--- config.mk ---
export PLATFORM = sky130hd
export DESIGN_NAME = fifo_read_adapter
export DESIGN_NICKNAME = d
export VERILOG_FILES = /design/src/rtl/fifo_read_adapter.sv
export SDC_FILE = /design/constraint.sdc
export NUM_CORES = 1
export LEC_CHECK = 0
export CAP_MARGIN = 40
export CORE_MARGIN = 8
export CORE_UTILIZATION = 51
export CTS_BUF_LIST = sky130_fd_sc_hd__clkbuf_4
export CTS_CLUSTER_SIZE = 20
export DETAILED_ROUTE_END_ITERATION = 10
export HOLD_SLACK_MARGIN = 0.1
export PLACE_DENSITY_LB_ADDON = 0.1
export SYNTH_ARGS = -nofsm -noshare
export SYNTH_HDL_FRONTEND = slang
export SYNTH_SLANG_ARGS = --single-unit
export TNS_END_PERCENT = 1
--- constraint.sdc ---
create_clock -name rclk -period 2.1 [get_ports rclk]
set_input_delay 0.42 -clock rclk [delete_from_list [all_inputs] [get_ports rclk]]
set_output_delay 0.42 -clock rclk [all_outputs]
set_load 0.02 [all_outputs]
--- src/rtl/fifo_read_adapter.sv ---
// Converts a registered-read FIFO (empty/r_en/r_data) into a valid/ready stream; optional beat counter under FIFO_RD_CNT_EN.
// Latency: r_en same cycle empty falls, m_valid two cycles later; one beat per cycle sustained.
// Backpressure: 2-entry skid buffer absorbs the in-flight read word; r_en drops when the buffer would overfill.
module fifo_read_adapter #(
    parameter int DATA_WIDTH = 8,
    parameter int CNT_WIDTH  = 16
) (
    input  logic                  rclk,
    input  logic                  rrst_n,
    input  logic                  empty,
    output logic                  r_en,
    input  logic [DATA_WIDTH-1:0] r_data,
    output logic                  m_valid,
    output logic [DATA_WIDTH-1:0] m_data,
    input  logic                  m_ready
`ifdef FIFO_RD_CNT_EN
    ,
    output logic [CNT_WIDTH-1:0]  beat_cnt
`endif
);

    localparam logic [1:0] ST_EMPTY = 2'd0;
    localparam logic [1:0] ST_ONE   = 2'd1;
    localparam logic [1:0] ST_FULL  = 2'd2;

    logic [1:0]            occ;
    logic [1:0]            occ_nxt;
    logic                  inflight;
    logic                  pop;
    logic [DATA_WIDTH-1:0] head_q;
    logic [DATA_WIDTH-1:0] tail_q;

    assign pop     = m_valid && m_ready;
    // A pop only happens with occ >= 1, so this never underflows; max is 2.
    assign occ_nxt = occ + {1'b0, inflight} - {1'b0, pop};
    assign r_en    = rrst_n && !empty && (occ_nxt < ST_FULL);
    assign m_data  = head_q;

    always_ff @(posedge rclk or negedge rrst_n) begin
        if (!rrst_n) begin
            occ      <= ST_EMPTY;
            inflight <= 1'b0;
            m_valid  <= 1'b0;
            head_q   <= '0;
            tail_q   <= '0;
        end else begin
            occ      <= occ_nxt;
            inflight <= r_en;
            m_valid  <= (occ_nxt != ST_EMPTY);
            // The returning word is always accepted: r_en was only issued with a free slot.
            case (occ)
                ST_EMPTY: begin
                    if (inflight) head_q <= r_data;
                end
                ST_ONE: begin
                    if (inflight) begin
                        if (pop) head_q <= r_data;
                        else     tail_q <= r_data;
                    end
                end
                default: begin
                    if (pop) begin
                        head_q <= tail_q;
                        if (inflight) tail_q <= r_data;
                    end
                end
            endcase
        end
    end

`ifdef FIFO_RD_CNT_EN
    always_ff @(posedge rclk or negedge rrst_n) begin
        if (!rrst_n) begin
            beat_cnt <= '0;
        end else if (pop) begin
            beat_cnt <= beat_cnt + {{(CNT_WIDTH-1){1'b0}}, 1'b1};
        end
    end
`endif

endmodule

* After elaboration in Yosys (flattened, before gate mapping) *
Cells that the tools add are included.

word-level totals
  register bits after elaboration = 20
  input port bits = 12
  output and inout port bits = 10
  logic and storage cells = 34

cells by class
  add/sub/neg operators = 2
  magnitude comparators = 1
  equality and inequality tests = 6
  multiplexer cells = 9
  bitwise gates (word level) = 1
  reductions and logical operators = 10

operators with widths
  operator              count
  $mux W8               7
  $pmux W8 S2           2
  $ne A2 B2 Y1 const B  5
  $reduce_bool A2 Y1    3
  $reduce_and A5 Y1     1
  $reduce_and A4 Y1     1
  $logic_and A1 B1 Y1   3
  $add A2 B1 Y2         1
  $eq A2 B1 Y1 const B  1
  $logic_not A2 Y1      1
  $lt A2 B2 Y1 const B  1
  $sub A2 B1 Y2         1
  $logic_not A1 Y1      1
  $not A1 Y1            1

* Logic depth before layout (Yosys ltp) *
  depth after elaboration = 4
  mapped depth = 7
  gate-level depth less buffers = 7

* Least setup slack after synthesis *
OpenSTA, ideal clock, no wires.

  path type = reg-to-output
  from = reg m_valid
  to = out r_en
  arrival = 1.827 ns
  required time = 1.680 ns
  slack = -0.147 ns
  cell stages (with the launch flop) = 8
  path buffers = 0
  cells stage by stage = dfrtp_1 -> nand2_1 -> nand2_1 -> nand2_1 -> ha_1 -> xor2_2 -> xnor2_1 -> nor3b_1

between the ends
  cells in the longest elaborated chain, start to end = 4

RTL lines
  item                    RTL line  text
  from (decl)             13        output logic m_valid,
  from (signal assigned)  49        m_valid <= (occ_nxt != ST_EMPTY);
  $logic_and A1 B1 Y1     33        assign pop = m_valid && m_ready;
  $sub A2 B1 Y2           35        assign occ_nxt = occ + {1'b0, inflight} - {1'b0, pop};
  via occ_nxt[1]          27        logic [1:0] occ_nxt;
  $lt A2 B2 Y1            36        assign r_en = rrst_n && !empty && (occ_nxt < ST_FULL);
  $logic_and A1 B1 Y1     36
  to (decl)               11        output logic r_en,

The timed path passes the listed nets, and every way through them passes these cells.

* Final worst setup path *
  from = reg inflight
  to = out r_en

between the ends
  cells in the longest elaborated chain, start to end = 4

RTL lines
  item                    RTL line  text
  from (decl)             28        logic inflight;
  from (signal assigned)  48        inflight <= r_en;
  $add A2 B1 Y2           35
  $sub A2 B1 Y2           35
  via occ_nxt[1]          27
  $lt A2 B2 Y1            36
  $logic_and A1 B1 Y1     36

The timed path passes the listed nets, and every way through them passes these cells.

==> summary.txt <==
Buf+Inv Stages, Crit Path: 1
Vias/cell: 5.219
Max Cap Viol: 0
Final period utilization: 108.3%
Drt pass-1 iters: 4
Register area: 500.5 um2
Ys async rst share: 100.0%
Seq pwr share: 31.3%
CTS tree: built
Pre-CTS setup slack: -0.7858 ns
Number of distinct library cells after synthesis: 23
Slowest CP cell: dfrtp_1
Total gr overflow: 0
Crit-path max FO: 4
Initial antenna violation count: 0
Critical path, cell by cell: nand3b_1 > nand2_1 > ha_2 > xor2_2 > xnor2_2 > nor3b_2 > buf_4
Clock share of power: 14.5%
Overall die width: 59.69 um
Violated checks: negative setup slack
Ranking of synthesized cells by area: dfrtp_1 51%, mux2_2 10%, a211oi_1 6.2%, a31oi_1 5.1%, nand2_1 4.2%
Initial Utilization: 51.73%
Peak VDD IR: 1072 uV
Final Wtd Congestion: 0.7528
Cell with the most instances after synthesis: dfrtp_1
Synthesis Warnings: 0
Final core utilization: 72.07%
Gate power share: 54.1%
PwrDens: 1622 nW/um2
Tot Pwr: 2.200 mW
Top Ports: 22
Root buffer cell: clkbuf_4
Switching Share: 36.83%
Layout Skew: 0.004806 ns
CORE AREA: 1882 um2
Layout Nets: 138
RSZ-0062 raised after global routing: yes
Leakage: 0.6029 nW
Slew HR: 65.94%
Post-synth EDFFs: 0
Post-DP HPWL: 1506 um
Yosys reg bits: 20
Critical Path End Type: primary output
Multi-input logic area: 427.9 um2
HP Class: input pin to async pin
Syn Area/Cell: 10.82 um2
Hold-fix buffers, CTS: 0
PortBufs: 21
Sequential share of the synthesized area: 51.41%
Clock sinks: 20
Ant. Diodes: 0
# rows: 16
Final setup viols: 1
Post-synthesis simple-gate area fraction: 10.28%
Synth Area in Compound Gates: 17.87%
Fin worst setup slack: -0.1734 ns
H-tree Lvls: 1
R2R depth: 4
Most frequently used flop master after synthesis: dfrtp_1
WL met2: 1054 um
Minimum clock period: 2.273 ns
Final ANT Viol Nets: 0
Max Slew Vio Count: 0
Clock latency on the worst-skew pair: 0.31 ns
F_max: 0.4399 GHz
Critical Path RT: 1.68 ns
Fillers: 163
Final Routed Wirelength: 2172 um
Largest area contributor in the netlist: dfrtp_1
Largest net degree at the start of global routing: 23
Mapped Nets: 103
CTS Buf Count: 3
Hold Vio Cnt, Final: 0
Worst slew pin tran: 0.5098 ns
Synth top area share: 51.41%
Combinational family with the most area after synthesis: compound AO/OA/AOI/OAI gates
Outcome: finished, violations left
Layout area overhead: 39.33%
Synth Area in Adders: 1.285%
Clock transition at path regs: 0.12 ns
Synth cell count leaders: 20 x dfrtp_1, 11 x nand2_1, 9 x mux2_2
Number of global-route vias before repair: 815
Internal power: 1.390 mW
Total GRT Usage: 13.45%
Routed wire per std cell: 14.38 um
Cell depth of the worst setup path: 7
Die ar.: 3563 um2
CP max stage delay: 0.43 ns
Post-Syn Area: 973.4 um2
Syn Inst Count: 90
Vias post-DR: 788
WS Path Type: flip-flop to primary output
Share of cells above drive strength 1: 29.03%
Initial DRC Count: 24
Met3 routed wirelength: 154 um
M1 wire length: 930 um
Post-Synth XOR/XNOR Area: 2.571%
DRC viols: 0
Top routing layer in use: met4
Nature of the critical path startpoint: flip-flop
First-pass GRT wire length: 3622 um
Critical path data arrival time: 1.85 ns
Switching pwr: 0.8101 mW
Multiplexer area fraction after synthesis: 10.41%
Die Y: 59.69 um
CP top delay family: simple AND/OR/NAND/NOR gates
CTS Buffer Depth: 2
==> metal layers <==
| layer | up-vias | global-route usage (%) |
|---|---|---|
| li1 | 386 | - |
| met2 | 26 | 21.23 |
| met4 | 0 | 6.122 |
| met3 | 5 | 4.516 |
| met1 | 371 | 16.01 |
| met5 | - | 0 |
==> worst register-to-register path, cell delays in order, from the launching register on <==
cell and delay [ns]:
dfrtp_1 0.43, buf_4 0.21, or2_4 0.28, a21oi_4 0.31, mux2_2 0.38
==> layout by cell type, fill, tap and decap left out, types with 3 or more instances in the layout <==
cell              n
dfrtp_1          20
clkdlybuf4s50_1  19
buf_4            15
nand2_1          11
mux2_2            9
inv_1             8
a211oi_1          8
a31oi_1           8
o21ai_0           8
clkbuf_4          3
==> state kept, by name, indices dropped and copies added (netlist names) <==
register and cells:
occ 2, m_data 8, inflight 1, m_valid 1, tail_q 8
==> path summary, 6_finish.rpt <==
| check | startpoint | end | slack, ns |
|---|---|---|---|
| worst min register to register | m_data[5] | m_data[5] | 0.52 |
| min in group rclk | m_data[5] | m_data[5] | 0.52 |
| worst max-delay path | inflight | r_en | -0.17 |
| worst min-delay path | rrst_n | m_data[2] | 0.50 |
| worst max register to register | occ[1] | m_data[7] | 0.40 |
| max in group asynchronous | rrst_n | m_valid | 1.39 |
==> power by group through the flow <==
| stage | Sequential [mW] | Clock, mW | Combinational [mW] |
|---|---|---|---|
| after global placement | 0.688 | 0 | 1.10 |
| after global routing | 0.714 | 0.339 | 1.29 |
| after floorplan | 0.785 | 0 | 0.635 |
| final | 0.689 | 0.320 | 1.19 |
| after detailed placement | 0.700 | 0 | 1.12 |
| after CTS | 0.692 | 0.323 | 1.17 |
==> logic make-up (layout without fill, tap and decap cells) <==
family | after synthesis | after routing
compound gates | 26 | 26
simple gates | 19 | 19
fa+ha+maj | 1 | 1
mux | 9 | 9
xor+xnor | 2 | 2
buf+inv | 13 | 47
flops | 20 | 20
==> metrics by stage <==
stage / cell area [um2] / hold slack, ns / std cells / TNS (ns)
6_report: 1356 / 0.5004 / 151 / -0.1734
3_5_place_dp: 1267 / 0.4947 / 143 / -0.7858
5_1_grt: 1356 / 0.5228 / 151 / -0.2979
4_1_cts: 1341 / 0.5083 / 149 / -0.1856
2_1_floorplan: 978.4 / 0.1244 / 90 / 0
3_3_place_gp: 1267 / 0.4886 / 143 / -0.7442
==> cell type report <==
| cell class | instances | share of cell area, % |
|---|---|---|
| inverters | 8 | 2.214 |
| clock inverters | 1 | 2.214 |
| well taps | 27 | 2.491 |
| flip-flops and latches | 20 | 36.90 |
| clock buffers | 3 | 1.661 |
| repair buffers | 35 | 22.97 |
| multi-input cells | 57 | 31.55 |
==> repair_timing <==
action,CTS,global route
hold endpoints to repair,0,0
pin swaps,1,1
setup endpoints to repair,1,1
setup buffers,2,2
cloned,0,0
resized for setup,8,0
(Power assumes the default switching activity.)
